### src/rtl/pipeline_stall_controller.sv
// pipeline_stall_controller
//
// Central stall/flush sequencer for the 5-stage pipeline. It merges the
// ID-stage load-use hazard, the ID-stage taken branch and the MEM-stage
// data-memory handshake into pipeline-register enables, flushes and bubbles.
// The fixed priority is freeze > load-use > branch. Multi-cycle memory waits
// are tracked by a RUN / MEM_WAIT / ERR state machine with a timeout counter.
//
// Optional feature macro: STALL_COUNTERS_EN
//   When defined, the stall_cycles_o and flush_count_o saturating
//   performance counters and their ports are present.
//
// Parameters
//   MEM_TIMEOUT  MEM_WAIT cycles without ack before ERR (0 = never time out)
//   CNT_W        performance counter width
//
// Ports
//   clk_i           clock, all state updates on the rising edge
//   rst_i           synchronous active-high reset; forces every output to 0
//   hazard_i        load-use hazard from the hazard detection unit
//   branch_taken_i  branch in ID resolved taken this cycle
//   mem_req_i       MEM stage data-memory access, held until acknowledged
//   mem_ack_i       data-memory completion, data valid this cycle
//   pc_write_o      PC load enable
//   ifid_write_o    IF/ID load enable
//   ifid_flush_o    IF/ID clear (inserts NOP)
//   idex_bubble_o   zero ID/EX control fields
//   pipe_freeze_o   hold ID/EX, EX/MEM and MEM/WB
//   err_o           sticky memory-timeout error
//   state_o         0 RUN, 1 MEM_WAIT, 2 ERR
//   stall_cycles_o  cycles with pc_write_o=0 (STALL_COUNTERS_EN only)
//   flush_count_o   cycles with ifid_flush_o=1 (STALL_COUNTERS_EN only)

module pipeline_stall_controller #(
    parameter int MEM_TIMEOUT = 64,
    parameter int CNT_W       = 32
) (
    input  logic             clk_i,
    input  logic             rst_i,
    input  logic             hazard_i,
    input  logic             branch_taken_i,
    input  logic             mem_req_i,
    input  logic             mem_ack_i,
    output logic             pc_write_o,
    output logic             ifid_write_o,
    output logic             ifid_flush_o,
    output logic             idex_bubble_o,
    output logic             pipe_freeze_o,
    output logic             err_o,
    output logic [1:0]       state_o
`ifdef STALL_COUNTERS_EN
    ,
    output logic [CNT_W-1:0] stall_cycles_o,
    output logic [CNT_W-1:0] flush_count_o
`endif
);

    // Width must hold 0..MEM_TIMEOUT, but never shrink below one bit.
    localparam int WAIT_W = ($clog2(MEM_TIMEOUT + 1) > 1) ? $clog2(MEM_TIMEOUT + 1) : 1;
    localparam logic [WAIT_W-1:0] WAIT_LIMIT =
        WAIT_W'((MEM_TIMEOUT > 0) ? MEM_TIMEOUT - 1 : 0);

    typedef enum logic [1:0] {
        ST_RUN  = 2'd0,
        ST_WAIT = 2'd1,
        ST_ERR  = 2'd2
    } state_t;

    state_t              state_q, state_d;
    logic [WAIT_W-1:0]   wait_cnt_q, wait_cnt_d;
    logic                err_q, err_d;
    logic                freeze;

    always_ff @(posedge clk_i) begin
        if (rst_i) begin
            state_q    <= ST_RUN;
            wait_cnt_q <= '0;
            err_q      <= 1'b0;
        end else begin
            state_q    <= state_d;
            wait_cnt_q <= wait_cnt_d;
            err_q      <= err_d;
        end
    end

    // Dropping mem_req_i in MEM_WAIT without an ack is a protocol violation;
    // only the ack returns us to RUN, so req is deliberately not looked at.
    // An ack in the timeout-limit cycle takes precedence over ERR.
    always_comb begin
        state_d    = state_q;
        wait_cnt_d = wait_cnt_q;
        err_d      = err_q;
        unique case (state_q)
            ST_RUN: begin
                if (mem_req_i && !mem_ack_i) begin
                    state_d    = ST_WAIT;
                    wait_cnt_d = '0;
                end
            end
            ST_WAIT: begin
                if (mem_ack_i) begin
                    state_d = ST_RUN;
                end else if ((MEM_TIMEOUT != 0) && (wait_cnt_q == WAIT_LIMIT)) begin
                    state_d = ST_ERR;
                    err_d   = 1'b1;
                end else begin
                    wait_cnt_d = wait_cnt_q + 1'b1;
                end
            end
            ST_ERR: begin
                state_d = ST_ERR;
            end
            default: begin
                state_d = ST_ERR;
                err_d   = 1'b1;
            end
        endcase
    end

    // Outputs are purely combinational from state and inputs. A frozen
    // back end masks hazard and branch; they are re-evaluated on release.
    always_comb begin
        pc_write_o    = 1'b0;
        ifid_write_o  = 1'b0;
        ifid_flush_o  = 1'b0;
        idex_bubble_o = 1'b0;
        pipe_freeze_o = 1'b0;
        unique case (state_q)
            ST_RUN:  freeze = mem_req_i & ~mem_ack_i;
            ST_WAIT: freeze = ~mem_ack_i;
            default: freeze = 1'b1;
        endcase
        if (!rst_i) begin
            if (freeze) begin
                pipe_freeze_o = 1'b1;
            end else if (hazard_i) begin
                idex_bubble_o = 1'b1;
            end else begin
                pc_write_o   = 1'b1;
                ifid_write_o = 1'b1;
                ifid_flush_o = branch_taken_i;
            end
        end
    end

    assign err_o   = rst_i ? 1'b0 : err_q;
    assign state_o = rst_i ? 2'b00 : state_q;

`ifdef STALL_COUNTERS_EN
    logic [CNT_W-1:0] stall_q, stall_d;
    logic [CNT_W-1:0] flush_q, flush_d;

    // Saturating counters: they stick at all-ones instead of wrapping.
    always_comb begin
        stall_d = stall_q;
        flush_d = flush_q;
        if (!pc_write_o && !(&stall_q)) begin
            stall_d = stall_q + 1'b1;
        end
        if (ifid_flush_o && !(&flush_q)) begin
            flush_d = flush_q + 1'b1;
        end
    end

    always_ff @(posedge clk_i) begin
        if (rst_i) begin
            stall_q <= '0;
            flush_q <= '0;
        end else begin
            stall_q <= stall_d;
            flush_q <= flush_d;
        end
    end

    assign stall_cycles_o = rst_i ? '0 : stall_q;
    assign flush_count_o  = rst_i ? '0 : flush_q;
`else
    // No performance counters in this build.
`endif

endmodule

### config.mk
export PLATFORM = sky130hd
export DESIGN_NAME = pipeline_stall_controller
export DESIGN_NICKNAME = d
export VERILOG_FILES = /design/src/rtl/pipeline_stall_controller.sv
export SDC_FILE = /design/constraint.sdc
export NUM_CORES = 1
export LEC_CHECK = 0
export CORE_AREA = 3 3 40 42
export CTS_CLUSTER_DIAMETER = 30
export DETAILED_ROUTE_END_ITERATION = 10
export DIE_AREA = 0 0 43 45
export GPL_TIMING_DRIVEN = 0
export PLACE_DENSITY = 0.7
export SLEW_MARGIN = 15
export SYNTH_ARGS = -nofsm -noshare
export SYNTH_HDL_FRONTEND = slang
export SYNTH_SLANG_ARGS = --single-unit
### constraint.sdc
create_clock -name clk_i -period 4.5 [get_ports clk_i]
set_clock_uncertainty 0.15 [all_clocks]
set_input_delay 0.9 -clock clk_i [delete_from_list [all_inputs] [get_ports clk_i]]
set_output_delay 0.9 -clock clk_i [all_outputs]
set_load 0.05 [all_outputs]
==> results list, run 1 <==
* Count of pins on the block boundary: 14
* Final max-slew violation count: 0
- Synthesis produced 69 cells.
- After clock tree synthesis, the clock-pin slew on the worst setup and hold paths is 70 ps.
- Worst flop-to-flop path endpoint: wait_cnt_q[5]
* Crit path cell chain: clkdlybuf4s50_1, or2_2, a21o_2, nor3_2, and2_1, clkdlybuf4s50_1
* Initial DRC Count: 6
- Final Hold Violating Endpoints: 0
* Placed cell areas: 713 µm²
* Pwr Total: 0.204 mW
- Final TNS setup: 0 ps
* Placed wire-length estimate: 873 µm
- Setup repair after global routing left no endpoint under its margin.
* Leakage power total: 0.282 nW
* Number of hold buffers added after CTS: 0
- Counting every net in the synthesized netlist gives 76.
- Mean routed wirelength per cell: 11.1 µm
- Setup bufs post-CTS: 0
- The number of buffers and inverters on the critical path is 2.
* Number of synthesized register bits: 10
- Dividing total power by cell area gives a power density of 272 nW/µm².
- Compared with the post-synthesis result, the final layout area differs by 32.8%.
- At the end of the flow, the number of nets in the layout was 94.
- In this run the register-to-register setup slack is 2830 ps.
- For the worst setup path, the data arrival time is 2990 ps.
* Kind of cell adding the most delay to the critical path: buffers and inverters
- WL final: 1120 µm
- Core Footprint: 1280 µm²
- Depth of the worst register-to-register path: 5
- CTS built an H-tree with a depth of 1.
- Max-Cap Viols: 0
- Syn Std Cell Area: 564 µm²
* Slowest cell on the critical path: sky130_fd_sc_hd__clkdlybuf4s50_1
* Slowest Stage Delay on Critical Path: 800 ps
* Antenna Nets Post-Route: 0
- Hold depth: 1
* Die boundary width: 43 µm
- In this run the tightest slew margin relative to its limit is 0.668.
- The floorplan step defined a die boundary enclosing 1940 µm².
* Source of the worst register-to-register timing path: wait_cnt_q[0]
* Clock tree from TritonCTS: yes
- Worst-Skew Late Latency: 260 ps
* Top cell type's share of synthesized area: 0.355
- Dividing the final minimum period by the clock period gives 0.897.
- Setup violations remaining at the end of the flow were counted as 0.
* Via-per-instance ratio: 5.13
- Weighted congestion at the end of routability-driven global placement: 0.760
- Cts bufs inserted: 3
- Largest net degree at the start of global routing: 11
- # port buffers: 13
* Starting density of the core: 0.439
- Once the clock tree was built, the resizer swapped 0 gates to a different size.
* Worst Max-Slew Pin Slew: 496 ps
* Sink count of the clock tree: 10
* Share of synthesized flip-flops with an asynchronous set or reset: 0
- The synthesized design spends more area on one cell type than any other, namely sky130_fd_sc_hd__dfxtp_1.
- The run finished with clean final reports.
- Endpoint type of the worst setup path: output pin
- Global router's overall resource usage: 0.137
* Peak fanout along the critical path: 3
- The critical path in this run is classified as primary input to output pin.
- The number of antenna violations at the first check in global routing came to 0.
- # diodes: 0
- In the post-synthesis netlist, the biggest area contributors are sky130_fd_sc_hd__dfxtp_1 (35%), sky130_fd_sc_hd__a21oi_1 (8.0%), sky130_fd_sc_hd__nor2_1 (4.7%).
* IR Drop Worst-Case VDD: 179 µV
- Commonest register cell after synthesis: sky130_fd_sc_hd__dfxtp_1
* Maximum clock frequency: 248 MHz
- Remaining DRCs: 0
- STA puts the critical path data required time at 3450 ps.
- Worst slack at placement: 440 ps
* Post-synthesis cell type count: 31
- Number of synthesis warnings: 0
* Post-route minimum period: 4040 ps
* Length of the first detailed-routing pass in iterations: 4
- The first global-routing pass estimated 1930 µm of wire.
- Clock Tree Root: sky130_fd_sc_hd__clkbuf_4
- Row count: 13
- In this run the deepest clock path goes through 2 buffers.
* Die extent in y: 45 µm
- Tightest Hold Check Type: flop to flop
* Endpoint, Worst Hold: wait_cnt_q[6]
* Vias in the first global route: 471
- Layout cell share with drive strength beyond 1: 0.140
- Post-route worst setup slack: 463 ps
* Number of enable-type register cells in the synthesized netlist: 0
- Mean cell area of the mapped netlist: 8.18 µm²
* Cell repeated most along the worst path: sky130_fd_sc_hd__clkdlybuf4s50_1
- Across all layers, the routed design uses 518 vias.
- Once layout is done, the placed cells without fillers occupy 749 µm².
- The worst hold path begins at wait_cnt_q[6].
- STA classifies the critical path startpoint as a primary input.
- Overall overflow remaining after global route: 0
- Part of the Yosys area used for sequential elements: 0.355
[layout make-up]
class	count	area [µm²]
fill	132	536
multi-input combinational	50	319
sequential	10	200
timing repair buffer	13	130
clock buffer	4	36.3
buffer	3	22.5
inverter	6	22.5
tap	15	18.8
[stage by stage]
stage / utilization / hold WS, ps / instances
3_5_place_dp: 0.555 / 305 / 97
5_1_grt: 0.583 / 343 / 101
3_3_place_gp: 0.555 / 293 / 97
4_1_cts: 0.583 / 314 / 101
6_report: 0.583 / 312 / 101
2_1_floorplan: - / 276 / 69
[cell families after synthesis]
family | share of synthesized area
flip-flops | 0.355
AO/OA/AOI/OAI | 0.206
AND/OR/NAND/NOR | 0.337
adder cells (fa/ha/maj) | 0.0222
buffers and inverters | 0.0798
[how the worst max path moves through the flow]
stage               startpoint            to  slack, ps  cells past startpoint
floorplan            mem_req_i  ifid_flush_o        820                      4
global placement     mem_req_i  ifid_flush_o        470                      6
detailed placement   mem_req_i  ifid_flush_o        440                      6
CTS                  mem_req_i  ifid_flush_o        430                      6
global route         mem_req_i  ifid_flush_o        330                      6
finish               mem_req_i  ifid_flush_o        460                      6
[state kept, by name, indices dropped and copies added (netlist names)]
signal / count
wait_cnt_q: 7
err_q: 1
state_q: 2
[synth_stat cells (all sizes together), types with 2 or more instances]
master	number
and2	2
a21oi	9
nor2	8
or4	3
nand2	3
buf	2
inv	6
dfxtp	10
nor3	2
nand3	2
or3	2
o21ai	5
[metal layers]
layer / global-route usage / wire [µm]
met1: 0.169 / 514
met2: 0.210 / 520
met3: 0.0279 / 62
met4: 0.108 / 23
met5: 0 / 0
[cells in the final DEF, fill, tap and decap left out, types with 2 or more instances in the layout]
cell type and count:
sky130_fd_sc_hd__and2_1 2, sky130_fd_sc_hd__clkbuf_4 3, sky130_fd_sc_hd__clkdlybuf4s50_1 13, sky130_fd_sc_hd__nor2_1 7
sky130_fd_sc_hd__a21oi_1 9, sky130_fd_sc_hd__nand2_1 3, sky130_fd_sc_hd__or4_1 3, sky130_fd_sc_hd__or3_1 2
sky130_fd_sc_hd__inv_1 6, sky130_fd_sc_hd__o21ai_0 5, sky130_fd_sc_hd__dfxtp_1 10
[where the power goes]
group / internal, mW / total [mW] / switching, mW
combinational: 0.0141 / 0.0335 / 0.0194
clock: 0.0491 / 0.0805 / 0.0314
sequential: 0.0891 / 0.0899 / 0.000778
total: 0.152 / 0.204 / 0.0516
Note: power is estimated with default switching activity, not from simulation.
==> inputs of run 2 (changes only) <==
--- a/config.mk
+++ b/config.mk
@@ -10,7 +10,7 @@
 export DETAILED_ROUTE_END_ITERATION = 10
 export DIE_AREA = 0 0 43 45
 export GPL_TIMING_DRIVEN = 0
-export PLACE_DENSITY = 0.7
+export PLACE_DENSITY = 0.75
 export SLEW_MARGIN = 15
 export SYNTH_ARGS = -nofsm -noshare
 export SYNTH_HDL_FRONTEND = slang
==> results list, run 2 (synthesis gave the netlist of run 1 again) <==
- Cts bufs inserted: 3 (unchanged)
- The hold buffer count at cts is 0 (unchanged).
- # port buffers: 13 (unchanged)
* Global router's overall resource usage: 0.130 (-0.00753)
- Die boundary width: 43 µm (unchanged)
- The final max-slew violation count was 0 (unchanged).
* Worst-Skew Late Latency: 260 ps (about the same)
- Maximum clock frequency: 248 MHz (+0.30%)
- Classification of the worst setup path: primary input to output pin
- The worst max-slew margin expressed relative to the limit was 0.663 (-0.00587).
* Row count: 13 (unchanged)
- The peak fanout along the critical path came to 3 (unchanged).
- The wire length of the first global-routing pass was 1940 µm (+0.31%).
* Tightest Hold Check Type: flop to flop
* Post-Layout Inst Area: 749 µm² (unchanged)
- Die extent in y: 45 µm (unchanged)
- Routed via count: 510 (-1.5%)
- The total power density per cell area came to 269 nW/µm² (-1.2%).
- Nets: 94 (unchanged)
* Post-route minimum period: 4030 ps (-12.1 ps)
- Cts repair resizes: 0 (unchanged)
- Arr. time, crit path: 2980 ps (about the same)
- The fill cell instance count of the final layout is 126 (-4.5%).
* Length of the first detailed-routing pass in iterations: 3 (-1)
* Outcome: complete, no violations
* Final Hold Violating Endpoints: 0 (unchanged)
* Commonest cells after routing, fill and taps aside: sky130_fd_sc_hd__clkdlybuf4s50_1 (13), sky130_fd_sc_hd__dfxtp_1 (10), sky130_fd_sc_hd__a21oi_1 (9), sky130_fd_sc_hd__nor2_1 (7), sky130_fd_sc_hd__inv_1 (6)
- Worst slack at placement: 448 ps (+8.55 ps)
- The tree is rooted in a sky130_fd_sc_hd__clkbuf_4.
- Crit path cell chain: clkdlybuf4s50_1, or2_2, a21o_2, nor3_2, and2_1, clkdlybuf4s50_1
- Count of pins on the block boundary: 14 (unchanged)
- The worst-case vdd ir drop came to 195 µV (+9.0%).
- The total placed instance area was 713 µm² (unchanged).
- The core area was 1280 µm² (unchanged).
- Share of the clock period used by the worst path after layout: 0.895 (-0.00268)
- Register name with the most flops: wait_cnt_q
- Slowest cell on the critical path: sky130_fd_sc_hd__clkdlybuf4s50_1
* Slowest Stage Delay on Critical Path: 790 ps (about the same)
- Worst Max-Slew Pin Slew: 505 ps (+8.78 ps)
* Layout cell share with drive strength beyond 1: 0.140 (unchanged)
* Core utilization of the finished layout: 0.583 (unchanged)
* Biggest regs: wait_cnt_q: 7 flops, state_q: 2 flops, err_q: 1 flops
* Clock-pin slew on the worst setup and hold paths: 60 ps (about the same)
- Total die area: 1940 µm² (unchanged)
* Cell repeated most along the worst path: sky130_fd_sc_hd__clkdlybuf4s50_1
* Post-route worst setup slack: 475 ps (+12.1 ps)
- TritonCTS built the clock tree.
- The total wirelength of the detailed-routed design came to 1160 µm (+3.3%).
- The max-cap check violation count came to 0 (unchanged).
- The cell leakage power came to 0.282 nW (unchanged).
- The number of antenna violations at the first check in global routing is 0 (unchanged).
- Remaining DRCs: 0 (unchanged)
- The library cell used most frequently in the layout, excluding fill and tap cells, is sky130_fd_sc_hd__clkdlybuf4s50_1.
- Overall overflow remaining after global route: 0 (unchanged)
- Vias in the first global route: 489 (+3.8%)
* Endpoint type of the worst setup path: output pin
- The detailed-route wire length per cell was 11.5 µm (+3.3%).
- The TritonCTS sink count came to 10 (unchanged).
- Antenna Nets Post-Route: 0 (unchanged)
- The deepest level of the CTS H-tree was 1 (unchanged).
- The maximum number of pins on one net before global-route repair is 11 (unchanged).
- The average via count per standard cell came to 5.05 (-1.5%).
- Setup repair after global routing left no endpoint under its margin.
- The violation count after the first detailed-route iteration came to 1 (-5).
- Flip-flop count of the largest register after layout: 7 (unchanged)
- The data required time of the critical path was 3450 ps (about the same).
- The worst setup path is launched from a primary input.
* # diodes: 0 (unchanged)
- Pwr Total: 0.202 mW (-1.2%)
- The growth of design area from synthesis to finish is 32.8% (unchanged).
- Weighted congestion at the end of routability-driven global placement: 0.779 (+2.6%)
* Final TNS setup: 0 ps (unchanged)
* Final setup violating endpoints: 0 (unchanged)
- Placed wire-length estimate: 891 µm (+2.0%)
* Setup slack of the worst register-to-register path: 2800 ps (-30 ps)
- Starting density of the core: 0.439 (unchanged)
- Setup bufs post-CTS: 0 (unchanged)
* Clock tree buffer depth: 2 (unchanged)
-- run 2: critical path, delay by kind of cell --
family,cells,cell delay (ps)
compound gates,1,240
simple gates,3,630
buf+inv,2,1200
-- run 2: layout make-up --
class / instances / area (µm²) / share of cell area
Multi-Input combinational cell: 50 / 319 / 0.426
Sequential cell: 10 / 200 / 0.267
Timing Repair Buffer: 13 / 130 / 0.174
Clock buffer: 4 / 36.3 / 0.0484
Buffer: 3 / 22.5 / 0.0301
Inverter: 6 / 22.5 / 0.0301
Tap cell: 15 / 18.8 / 0.0250
-- run 2: worst paths after layout --
| check | startpoint | endpoint | depth (start not counted) |
|---|---|---|---|
| min | err_q | err_q | 2 |
| max reg2reg | wait_cnt_q[0] | wait_cnt_q[5] | 5 |
| min reg2reg | err_q | err_q | 2 |
| max | mem_req_i | ifid_flush_o | 6 |
-- run 2: routing by layer --
layer	share of wire	track usage	vias to the layer above	wire, µm
met3	0.040	0.0159	2	46
met4	0.0078	0.0723	0	9
li1	-	-	278	-
met1	0.46	0.159	223	537
met2	0.49	0.222	7	564
met5	0	0	-	0
-- run 2: power breakdown --
group / switching, mW / total, mW / internal [mW]
sequential: 0.000767 / 0.0899 / 0.0891
clock: 0.0290 / 0.0780 / 0.0490
combinational: 0.0195 / 0.0337 / 0.0141
-- run 2: stage by stage --
stage,hold WS (ps),std cells
after floorplan,276,69
after global placement,293,97
after detailed placement,301,97
after CTS,309,101
after global routing,322,101
final,305,101
==> inputs of run 3 (changes only) <==
--- a/config.mk
+++ b/config.mk
@@ -10,8 +10,9 @@
 export DETAILED_ROUTE_END_ITERATION = 10
 export DIE_AREA = 0 0 43 45
 export GPL_TIMING_DRIVEN = 0
+export HOLD_SLACK_MARGIN = 0.1
 export PLACE_DENSITY = 0.75
-export SLEW_MARGIN = 15
+export SLEW_MARGIN = 10
 export SYNTH_ARGS = -nofsm -noshare
 export SYNTH_HDL_FRONTEND = slang
 export SYNTH_SLANG_ARGS = --single-unit
==> results of run 3 <==
The final DEF is identical to that of run 2; final timing and power are the same.
